==> config.mk <==
export PLATFORM = sky130hd
export DESIGN_NAME = sync_fifo_param
export DESIGN_NICKNAME = d
export VERILOG_FILES = /design/src/rtl/fifo_pkg.sv /design/src/rtl/fifo_mem.sv /design/src/rtl/sync_fifo_param.sv
export SDC_FILE = /design/constraint.sdc
export NUM_CORES = 1
export LEC_CHECK = 0
export BUFFER_PORTS_ARGS = -buffer_cell sky130_fd_sc_hd__buf_2
export CORE_MARGIN = 2
export CORE_UTILIZATION = 35
export DETAILED_ROUTE_END_ITERATION = 10
export GPL_TIMING_DRIVEN = 0
export SYNTH_ARGS = -nofsm -noshare
export SYNTH_HDL_FRONTEND = slang
export SYNTH_HIERARCHICAL = 1
export SYNTH_SLANG_ARGS = --single-unit
==> constraint.sdc <==
create_clock -name clk -period 2.9 [get_ports clk]
set_input_delay 0 -clock clk [delete_from_list [all_inputs] [get_ports clk]]
set_output_delay 0 -clock clk [all_outputs]
set_load 0.02 [all_outputs]
==> src/rtl/fifo_pkg.sv <==
// Shared constants and helpers for the parametrised synchronous FIFO.
package fifo_pkg;

    localparam int FIFO_WIDTH_DEF = 8;
    localparam int FIFO_DEPTH_DEF = 8;

    // Occupancy needs one bit more than the address so that "full" (== DEPTH) is representable.
    function automatic int count_width(input int depth);
        return $clog2(depth) + 1;
    endfunction

endpackage

==> src/rtl/fifo_mem.sv <==
// Simple dual-port register array: one synchronous write port and one
// asynchronous read port. Contents are never reset.
module fifo_mem #(
    parameter int WIDTH = 8,
    parameter int DEPTH = 8,
    parameter int AW    = 3
) (
    input  logic             clk,
    input  logic             we,
    input  logic [AW-1:0]    waddr,
    input  logic [WIDTH-1:0] wdata,
    input  logic [AW-1:0]    raddr,
    output logic [WIDTH-1:0] rdata
);

    logic [WIDTH-1:0] mem [DEPTH];

    // Store the write word on the rising edge when write-enabled.
    always_ff @(posedge clk) begin
        if (we) begin
            mem[waddr] <= wdata;
        end
    end

    assign rdata = mem[raddr];

endmodule

==> src/rtl/sync_fifo_param.sv <==
// Parametrised synchronous FIFO with occupancy, programmable almost-full /
// almost-empty thresholds and sticky overflow/underflow flags.
// Build option: SYNC_FIFO_FWFT_EN selects first-word fall-through output
// (head word visible combinationally, rd acknowledges it). Without it the
// output is registered with one cycle of read latency.
//
// Handshake: a push is accepted when wr=1 and full=0; a pop is accepted when
// rd=1 and empty=0. Requests made while full/empty are dropped and latch the
// matching sticky error flag. rd_valid marks data_out as a fresh word.
module sync_fifo_param
    import fifo_pkg::*;
#(
    parameter int WIDTH    = FIFO_WIDTH_DEF,
    parameter int DEPTH    = FIFO_DEPTH_DEF,
    parameter int AF_LEVEL = DEPTH - 2,
    parameter int AE_LEVEL = 2,
    localparam int AW      = $clog2(DEPTH),
    localparam int CW      = count_width(DEPTH)
) (
    input  logic             clk,
    input  logic             rst,
    input  logic             wr,
    input  logic [WIDTH-1:0] data_in,
    input  logic             rd,
    output logic [WIDTH-1:0] data_out,
    output logic             rd_valid,
    output logic             full,
    output logic             empty,
    output logic             almost_full,
    output logic             almost_empty,
    output logic [CW-1:0]    count,
    output logic             overflow,
    output logic             underflow
);

    // Reject illegal configurations at elaboration time.
    if (DEPTH < 2 || (DEPTH & (DEPTH - 1)) != 0) begin : g_bad_depth
        $error("sync_fifo_param: DEPTH must be a power of two >= 2");
    end
    if (WIDTH < 1) begin : g_bad_width
        $error("sync_fifo_param: WIDTH must be >= 1");
    end
    if (AF_LEVEL > DEPTH || AF_LEVEL < 0) begin : g_bad_af
        $error("sync_fifo_param: AF_LEVEL must be within 0..DEPTH");
    end
    if (AE_LEVEL >= DEPTH || AE_LEVEL < 0) begin : g_bad_ae
        $error("sync_fifo_param: AE_LEVEL must be within 0..DEPTH-1");
    end

    logic [AW-1:0]    wr_ptr;
    logic [AW-1:0]    rd_ptr;
    logic [CW-1:0]    count_q;
    logic             overflow_q;
    logic             underflow_q;
    logic             push;
    logic             pop;
    logic [WIDTH-1:0] rd_data;

    // Gate requests with the current flags; since push is blocked when full and
    // pop when empty, a same-entry read/write in one cycle cannot occur.
    assign push = wr & ~full;
    assign pop  = rd & ~empty;

    // Flags decode straight from the count register.
    assign full         = (count_q == CW'(DEPTH));
    assign empty        = (count_q == '0);
    assign almost_full  = (count_q >= CW'(AF_LEVEL));
    assign almost_empty = (count_q <= CW'(AE_LEVEL));
    assign count        = count_q;
    assign overflow     = overflow_q;
    assign underflow    = underflow_q;

    fifo_mem #(
        .WIDTH (WIDTH),
        .DEPTH (DEPTH),
        .AW    (AW)
    ) u_mem (
        .clk   (clk),
        .we    (push),
        .waddr (wr_ptr),
        .wdata (data_in),
        .raddr (rd_ptr),
        .rdata (rd_data)
    );

    // Advance pointers on accepted transfers; the AW-bit width gives the modulo-DEPTH wrap.
    always_ff @(posedge clk) begin
        if (rst) begin
            wr_ptr <= '0;
            rd_ptr <= '0;
        end else begin
            if (push) wr_ptr <= wr_ptr + AW'(1);
            if (pop)  rd_ptr <= rd_ptr + AW'(1);
        end
    end

    // Track occupancy; a simultaneous push and pop leaves it unchanged.
    always_ff @(posedge clk) begin
        if (rst) begin
            count_q <= '0;
        end else begin
            unique case ({push, pop})
                2'b10:   count_q <= count_q + CW'(1);
                2'b01:   count_q <= count_q - CW'(1);
                default: count_q <= count_q;
            endcase
        end
    end

    // Latch error conditions until the next reset.
    always_ff @(posedge clk) begin
        if (rst) begin
            overflow_q  <= 1'b0;
            underflow_q <= 1'b0;
        end else begin
            if (wr & full)  overflow_q  <= 1'b1;
            if (rd & empty) underflow_q <= 1'b1;
        end
    end

`ifdef SYNC_FIFO_FWFT_EN
    // Head word falls through; it is only meaningful while not empty.
    assign data_out = rd_data;
    assign rd_valid = ~empty;
`else
    logic [WIDTH-1:0] data_out_q;
    logic             rd_valid_q;

    // Capture the head word on an accepted pop; otherwise hold the last word.
    always_ff @(posedge clk) begin
        if (rst) begin
            data_out_q <= '0;
            rd_valid_q <= 1'b0;
        end else begin
            rd_valid_q <= pop;
            if (pop) data_out_q <= rd_data;
        end
    end

    assign data_out = data_out_q;
    assign rd_valid = rd_valid_q;
`endif

endmodule

After elaboration in Yosys (flattened, before gate mapping)
Memory sizes are Yosys's and may differ from the RTL's. A register that Yosys moved wholly into a read port is not among the register bits.
Cells that the tools add are included.

storage, ports and cells
  bits in writable memories = 64
  word-level logic and storage cells = 27
  input port bits = 12
  register bits = 13
  output and inout port bits = 19
  memories = 1

operators by class
  equal/unequal tests = 3
  reductions and logical operators = 2
  $add $sub $neg = 4
  bitwise gates (word level) = 6
  mux-type cells = 3
  $lt $le $gt $ge = 2

memories
  name       words  width  rd ports  clocked after Yosys merged registers in  wr ports  line            source
  u_mem.mem  8      8      1         1                                        1         fifo_mem.sv:16  logic [WIDTH-1:0] mem [DEPTH];

operators with widths
  operator                                                         number
  case mux 4 bit (2 select lines)                                  1
  adder 3 x 1 -> 3 bit (second input constant)                     2
  adder 4 x 1 -> 4 bit (second input constant)                     1
  AND 1 bit                                                        4
  equality test 4 bit (second input constant)                      1
  >= comparator 4 x 3 -> 1 bit (second input constant)             1
  less-or-equal comparator 4 x 2 -> 1 bit (second input constant)  1
  zero test 4 bit                                                  1
  subtractor 4 x 1 -> 4 bit (second input constant)                1
  equality test 2 x 1 -> 1 bit (second input constant)             1
  equality test 2 bit (second input constant)                      1
  two-way mux 1 bit                                                2
  NOT 1 bit                                                        2
  nonzero test 2 bit                                               1

Longest topological paths before layout
Gate-level depths: netlist of the first run.

  depth in word-level cells = 5
  depth in mapped cells = 11
  depth with buffers taken out = 10

By module
The synthesis of the first run kept the hierarchy.

modules (own cells, without submodules)
  module           area each (um^2)  instances  cells an instance  seq. area each (um^2)
  fifo_mem         2,531.2           1          106                1,921.8
  sync_fifo_param  927.1             1          105                420.4

Worst setup path before layout of the first run
No wires, ideal clock.

  path type = reg-to-reg
  start point = register count_q[0], in the netlist count[0]
  end point = register count_q[3], in the netlist count[3]
  data arrival time = 2,799 ps
  period minus slack after synthesis = 2,869 ps
  required time = 2,830 ps
  cell stages (with the launch flop) = 11
  path slack = 31 ps
  path buffers = 1
  library setup time = 70 ps
  path through = dfxtp_1 nor4_2 nand2b_1 inv_2 buf_6 ha_1 ha_1 a21oi_1 a21oi_1 or4_1 a21oi_1

between the ends
  longest elaborated chain between the ends = 5
  elaborated cells between the ends (all ways) = 12
  classes of those cells = add/sub: 2; eq/ne: 3; mux: 1; bitwise: 4; reduce/logical: 2

RTL lines
  what                                                                   line                    source
  start: declaration                                                     sync_fifo_param.sv:52   logic [CW-1:0] count_q;
  start signal: assignment                                               sync_fifo_param.sv:103  2'b10: count_q <= count_q + CW'(1);
  start signal: assignment                                               sync_fifo_param.sv:104  2'b01: count_q <= count_q - CW'(1);
  start signal: assignment                                               sync_fifo_param.sv:105  default: count_q <= count_q;
  zero test 4 bit *                                                      sync_fifo_param.sv:66   assign empty = (count_q == '0);
  via empty                                                              sync_fifo_param.sv:28   output logic empty,
  NOT 1 bit *                                                            sync_fifo_param.sv:62   assign pop = rd & ~empty;
  AND 1 bit *                                                            sync_fifo_param.sv:62
  via pop                                                                sync_fifo_param.sv:56   logic pop;
  equality test 2 x 1 -> 1 bit or equality test 2 bit (tied branches)    sync_fifo_param.sv:102  unique case ({push, pop})
  case mux 4 bit (2 select lines) or nonzero test 2 bit (tied branches)  -

Mark *: on every way through the listed nets, which the timed path passes. The rest lies on a longest branch.
A chain may end at the register's enable or synchronous reset.

Final worst setup path of the first run
  start point = register count_q[3], in the netlist count[3]
  end point = register count_q[3], in the netlist count[3]

between the ends
  longest elaborated chain between the ends = 5
  elaborated cells between the ends (all ways) = 12
  classes of those cells = add/sub: 2; eq/ne: 3; mux: 1; bitwise: 4; reduce/logical: 2

RTL lines
  what                                                                   line
  zero test 4 bit *                                                      sync_fifo_param.sv:66
  NOT 1 bit *                                                            sync_fifo_param.sv:62
  AND 1 bit *                                                            sync_fifo_param.sv:62
  via pop                                                                sync_fifo_param.sv:56
  equality test 2 x 1 -> 1 bit or equality test 2 bit (tied branches)    sync_fifo_param.sv:102
  case mux 4 bit (2 select lines) or nonzero test 2 bit (tied branches)  -

Marked as above.

==> metrics.csv, run 1 <==
metric;value;unit
H-tree levels;3;
TritonRoute pass-1 iters;4;
RSZ-0062 raised after global routing;no;
Post-synth EDFFs;64;
Finish-stage setup viols;0;
setup tns final;0;ps
most common cell type on the critical path;a21oi_1;
Overflow after GRT;0;
Pwr Density;789;nW/um^2
I/O pins;31;
Die Ht;103;um
final worst path period share;92.7;%
Avg Synthesized Cell Area;16.4;sq um
worst-skew pair later-pin latency;350;ps
Initial DRC Count;77;
post-CTS setup buffer count;0;
gr usage total;12.1;%
Slew Viols, Final;0;
Synth warnings;6;
outcome;finished clean;
CP startpoint kind;flop;
GPL Wtd Cong;0.673;
Layout Nets;282;
Leak;1.47;nW
Residual DRC;0;
CTS tree;built;
routed via count;1891;
n_diodes;0;
delay-heaviest family, CP;simple AND/OR/NAND/NOR gates;
CTS Buf Count;9;
Achievable Freq;0.372;GHz
clock transition at the registers of the reported paths;80;ps
share of the synthesized area in the top cell type;55.6;%
first-pass GRT wire length;9160;um
most common cell in the synthesized netlist;edfxtp_1;
Die ar.;10700;sq um
Area contributors post-synth;edfxtp_1 56%, dfxtp_1 12%, mux4_1 11%;
Crit Path Class;flop to flop;
largest family of logic cells by synthesized area;multiplexers;
vias in the first global route;1699;
Clock Skew;9.57;ps
Post-Synth Simple-Gate Area;7.42;%
crit-path cells;nor4_2, nand2b_1, inv_2, buf_6, ha_1, ha_1, a21oi_1, a21oi_1, or4_1, a21oi_1;
Crit path largest cell delay;470;ps
DP Area;3770;sq um
area delta synth->final;19.1;%
vias per inst;4.70;
Syn Std Cell Area;3460;sq um
Slew @ Worst Pin;1010;ps
Crit Path Max Fanout;10;
Peak VDD IR;0.240;mV
wire per inst;15.3;um
DRT Wirelength;6140;um
core area;9680;sq um
design area;4120;sq um
number of cell rows;36;
Post-Syn Instances;211;
Clock Sink Count;85;
top_reg_cell synth;edfxtp_1;
DP HPWL;3870;um
Fill cells;891;
final hold vios;0;
Worst path slowest cell;or4_1;
Synth area leader;edfxtp_1;
worst rel slew slack;32.1;%
XOR/XNOR Fraction of Synth Area;1.52;%
critical path buffer and inverter count;2;
Yosys cell types;34;
pin count of the biggest net entering global routing;16;
CP required;3190;ps
root buffer cell;clkbuf_8;
Tmin final;2690;ps
antenna viol nets, final;0;
Starting Density;35.7;%
post-synthesis mux area share;14.7;%
CTS Buffer Depth;2;
share of cells above drive strength 1;25.7;%
initial antenna violation count;0;
commonest cells in the netlist;64 x edfxtp_1, 22 x nand2_1, 21 x dfxtp_1;
Port Buffers;30;
MaxCap Viol Count;0;
Mapped Nets;229;
ys async rst share;0;%
synthesized flop and latch total;85;
Compound-Gate Fraction of Synth Area;3.22;%
adder-cell area share of the yosys netlist;2.39;%
CP endpoint kind;flop;
Hold Slack;369;ps
critical path arrival;2980;ps
die width;103;um
min-delay worst type;primary input to flop;
sequential area share after synthesis;67.7;%
==> final cells by class <==
class | count | area (sq um) | area share (%)
Clock inverter | 6 | 95.1 | 2.31
Multi-Input combinational cell | 110 | 1010 | 24.6
Timing Repair Buffer | 42 | 268 | 6.50
Tap cell | 133 | 166 | 4.04
Clock buffer | 10 | 128 | 3.10
Buffer | 10 | 83.8 | 2.03
Inverter | 6 | 22.5 | 0.547
Sequential cell | 85 | 2340 | 56.8
==> cell families after synthesis <==
| group | count (synthesis) |
|---|---|
| AO/OA/AOI/OAI | 20 |
| XOR/XNOR | 6 |
| adder cells (fa/ha/maj) | 6 |
| buffers and inverters | 16 |
| flip-flops | 85 |
| multiplexers | 24 |
| AND/OR/NAND/NOR | 54 |
==> power by group <==
part | switching, mW | internal [mW] | leakage [nW] | total (mW)
logic | 0.459 | 0.365 | 0.613 | 0.825
clock network | 0.424 | 0.494 | 0.105 | 0.918
registers | 0.0804 | 1.43 | 0.753 | 1.51
==> per-stage QoR <==
step	std cells	setup WS [ps]	utilization (%)	power, mW
floorplan	211	30.6	-	2.13
global placement	374	281	39.0	2.34
detailed placement	374	216	39.0	2.35
CTS	401	194	42.4	3.29
global route	402	34.0	42.5	3.43
finish	402	212	42.5	3.25
==> cell usage in the layout, fill, tap and decap left out, types with 3 or more instances in the layout <==
cell,n
a21oi_1,16
buf_2,31
buf_6,3
clkbuf_1,3
clkbuf_8,9
dfxtp_1,21
dlygate4sd3_1,11
edfxtp_1,64
ha_1,5
inv_1,4
mux2_2,8
mux4_1,15
nand2_1,22
nand2b_1,4
nor2_1,18
xor2_1,5
==> worst paths after layout <==
path,to,start,cells past startpoint,slack [ps]
max,count[3],count[3],10,210
min,rd_ptr[1],rst,3,370
max reg2reg,count[3],count[3],10,210
min reg2reg,data_out[1],data_out[1],2,450
==> metal layers <==
metal	global-route usage (%)	share of wire (%)	up-vias
li1	-	-	908
met1	16.2	47	943
met2	18.7	48	33
met3	3.63	3.1	7
met4	4.86	1.7	0
met5	0	0	-
==> worst register-to-register path, stage by stage, from the launching register on <==
cell	delay (ps)
dfxtp_1	380
nor4_2	370
nand2b_1	210
inv_2	70
buf_6	140
ha_1	210
ha_1	330
a21oi_1	190
a21oi_1	100
or4_1	470
a21oi_1	140
==> registers in the layout (all words and copies together) (netlist names) <==
signal     count
underflow      1
wr_ptr         3
rd_valid       1
count          4
overflow       1
rd_ptr         3
data_out       8
u_mem/mem     64
==> repair_timing <==
action                                 4_1_cts  5_1_grt
endpoints found under the hold margin       68        0
resized for setup                            0        0
hold buffers                                11        0
Power figures use the tool's default switching activity.
==> run 2: changes to the inputs <==
--- a/config.mk
+++ b/config.mk
@@ -10,6 +10,8 @@
 export CORE_UTILIZATION = 35
 export DETAILED_ROUTE_END_ITERATION = 10
 export GPL_TIMING_DRIVEN = 0
+export MAX_ROUTING_LAYER = met4
+export REMOVE_ABC_BUFFERS = 1
 export SYNTH_ARGS = -nofsm -noshare
 export SYNTH_HDL_FRONTEND = slang
 export SYNTH_HIERARCHICAL = 1
==> constraint.sdc (replaced) <==
create_clock -name clk -period 2.54 [get_ports clk]
set_input_delay 0 -clock clk [delete_from_list [all_inputs] [get_ports clk]]
set_output_delay 0 -clock clk [all_outputs]
set_load 0.02 [all_outputs]
==> run 2 against run 1 <==
Utilization decreased by 0.59 points. Fmax increased by 11%. Design area decreased by 1.4%. Sequential power increased by 18%. Critical path type unchanged. Largest power group unchanged.
==> metrics.csv, run 2 (same netlist as run 1, synthesis figures left out) <==
metric;value;unit;change
outcome;finished clean;;
final cell count without fillers;393;;-2.2%
DP HPWL;3830;um;-0.94%
delay-heaviest family, CP;simple AND/OR/NAND/NOR gates;;
min-delay src;rst;;
Worst path slowest cell;or4b_4;;
Finished Core Util;42.0;%;-0.59 points
min-delay worst type;primary input to flop;;
CP required;2830;ps;-360 ps
antenna viol nets, final;0;;unchanged
final hold vios;0;;unchanged
Clock power frac;26.0;%;-2.2 points
worst rel slew slack;30.8;%;-1.3 points
I/O pins;31;;unchanged
core area;9680;sq um;unchanged
setup tns final;0;ps;unchanged
most common cell after layout, fill and taps aside;edfxtp_1;;
Die Ht;103;um;unchanged
TritonRoute pass-1 iters;4;;unchanged
final worst path period share;95.5;%;+2.8 points
number of cell rows;36;;unchanged
CTS Buf Count;9;;unchanged
Overflow after GRT;0;;unchanged
r2r setup slk;110;ps;-100 ps
Crit path largest cell delay;590;ps;+120 ps
design area;4060;sq um;-1.4%
Seq pwr share;49.0;%;+2.6 points
sw power;1.11;mW;+15%
Residual DRC;0;;unchanged
DP Worst Slack;-367;ps;-583 ps
Largest register FFs;64;;unchanged
logic gate share of total power;25.0;%;-0.4 points
Worst Reg-to-Reg Cells;8;;-2
Clock Skew;7.50;ps;-2.07 ps
wire per inst;15.8;um;+3.5%
worst r2r src;count[1];;
Peak VDD IR;0.284;mV;+18%
CTS tree;built;;
Die ar.;10700;sq um;unchanged
Crit Path Max Fanout;8;;-2
vias per inst;4.72;;+0.29%
pin count of the biggest net entering global routing;22;;+6
internal power;2.52;mW;+10%
sw frac;30.5;%;+0.89 points
first-pass GRT wire length;9370;um;+2.3%
MaxCap Viol Count;0;;unchanged
n_diodes;0;;unchanged
crit-path cells;or4b_4, nand2_4, ha_2, ha_4, a21oi_2, a21oi_1, or4_1, a21oi_1;;
worst-skew pair later-pin latency;360;ps;about the same
Achievable Freq;0.412;GHz;+11%
routed via count;1854;;-2.0%
Inst Count DP;364;;-2.7%
most frequent cells in the layout;64 x edfxtp_1, 30 x buf_2, 22 x nand2_1;;
clock transition at the registers of the reported paths;80;ps;about the same
Slew @ Worst Pin;1030;ps;+19.6 ps
vias in the first global route;1743;;+2.6%
Initial DRC Count;96;;+25%
H-tree levels;3;;unchanged
Final Power;3.63;mW;+12%
Clock Sink Count;85;;unchanged
die width;103;um;unchanged
Hold Slack;43.5;ps;-325 ps
Finish-stage setup viols;0;;unchanged
Leak;1.43;nW;-2.9%
gr usage total;12.8;%;+0.69 points
CTS Buffer Depth;2;;unchanged
Starting Density;35.7;%;unchanged
Crit path depth;8;;-2
Biggest register;u_mem/mem;;
CP startpoint kind;flop;;
share of cells above drive strength 1;28.5;%;+2.8 points
Layout Nets;273;;-3.2%
Crit Path Class;flop to flop;;
most common cell type on the critical path;a21oi_1;;
DP Area;3700;sq um;-2.0%
Slew Viols, Final;0;;unchanged
Tmin final;2430;ps;-262 ps
root buffer cell;clkbuf_8;;
worst hold path depth;2;;-1
CP endpoint kind;flop;;
critical path buffer and inverter count;0;;-2
final setup margin;114;ps;-97.6 ps
initial antenna violation count;0;;unchanged
Pwr Density;894;nW/um^2;+13%
DRT Wirelength;6210;um;+1.2%
area delta synth->final;17.5;%;
critical path arrival;2710;ps;-270 ps
crit path launch;count[1];;
GPL Wtd Cong;0.745;;+11%
Port Buffers;30;;unchanged
run 2: cell count changes in the layout (fill, tap and decap cells not counted), sizes merged:
cell / previous run / this run
buf: 37 / 33
dlygate4sd1: 1 / 0
bufinv: 2 / 1
clkbuf: 13 / 10
dlygate4sd3: 11 / 10
clkinv: 0 / 1
run 2: power by group through the flow:
stage	combinational (mW)	clock (mW)	sequential (mW)
floorplan	0.502	0	1.86
global placement	0.807	0	1.79
detailed placement	0.819	0	1.80
CTS	0.878	0.989	1.78
global route	1.01	1.06	1.80
finish	0.908	0.944	1.78
run 2: worst paths after layout:
check	to
setup reg to reg	count[3]
setup / recovery	count[3]
hold / removal	count[0]
hold reg to reg	data_out[5]
run 2: routing by layer:
metal	global-route usage, %	vias up	wire [um]
met4	5.77	0	78
met2	19.8	45	2990
li1	-	887	-
met5	-	-	0
met1	16.0	913	2870
met3	3.23	9	269
run 2: repair_timing:
item,4_1_cts,5_1_grt
cloned,0,0
buffers inserted,2,1
pin swaps,1,1
hold buffers,10,0
endpoints found under the hold margin,67,0
gates resized for setup,6,4
endpoints found under the setup margin,1,1
run 2: area by class of cell:
cell class | instances | area [sq um]
clock buffers | 10 | 128
clock inverters | 6 | 71.3
fillers | 890 | 5620
inverters | 6 | 22.5
multi-input cells | 110 | 1050
flip-flops and latches | 85 | 2350
well taps | 133 | 166
repair buffers | 43 | 273
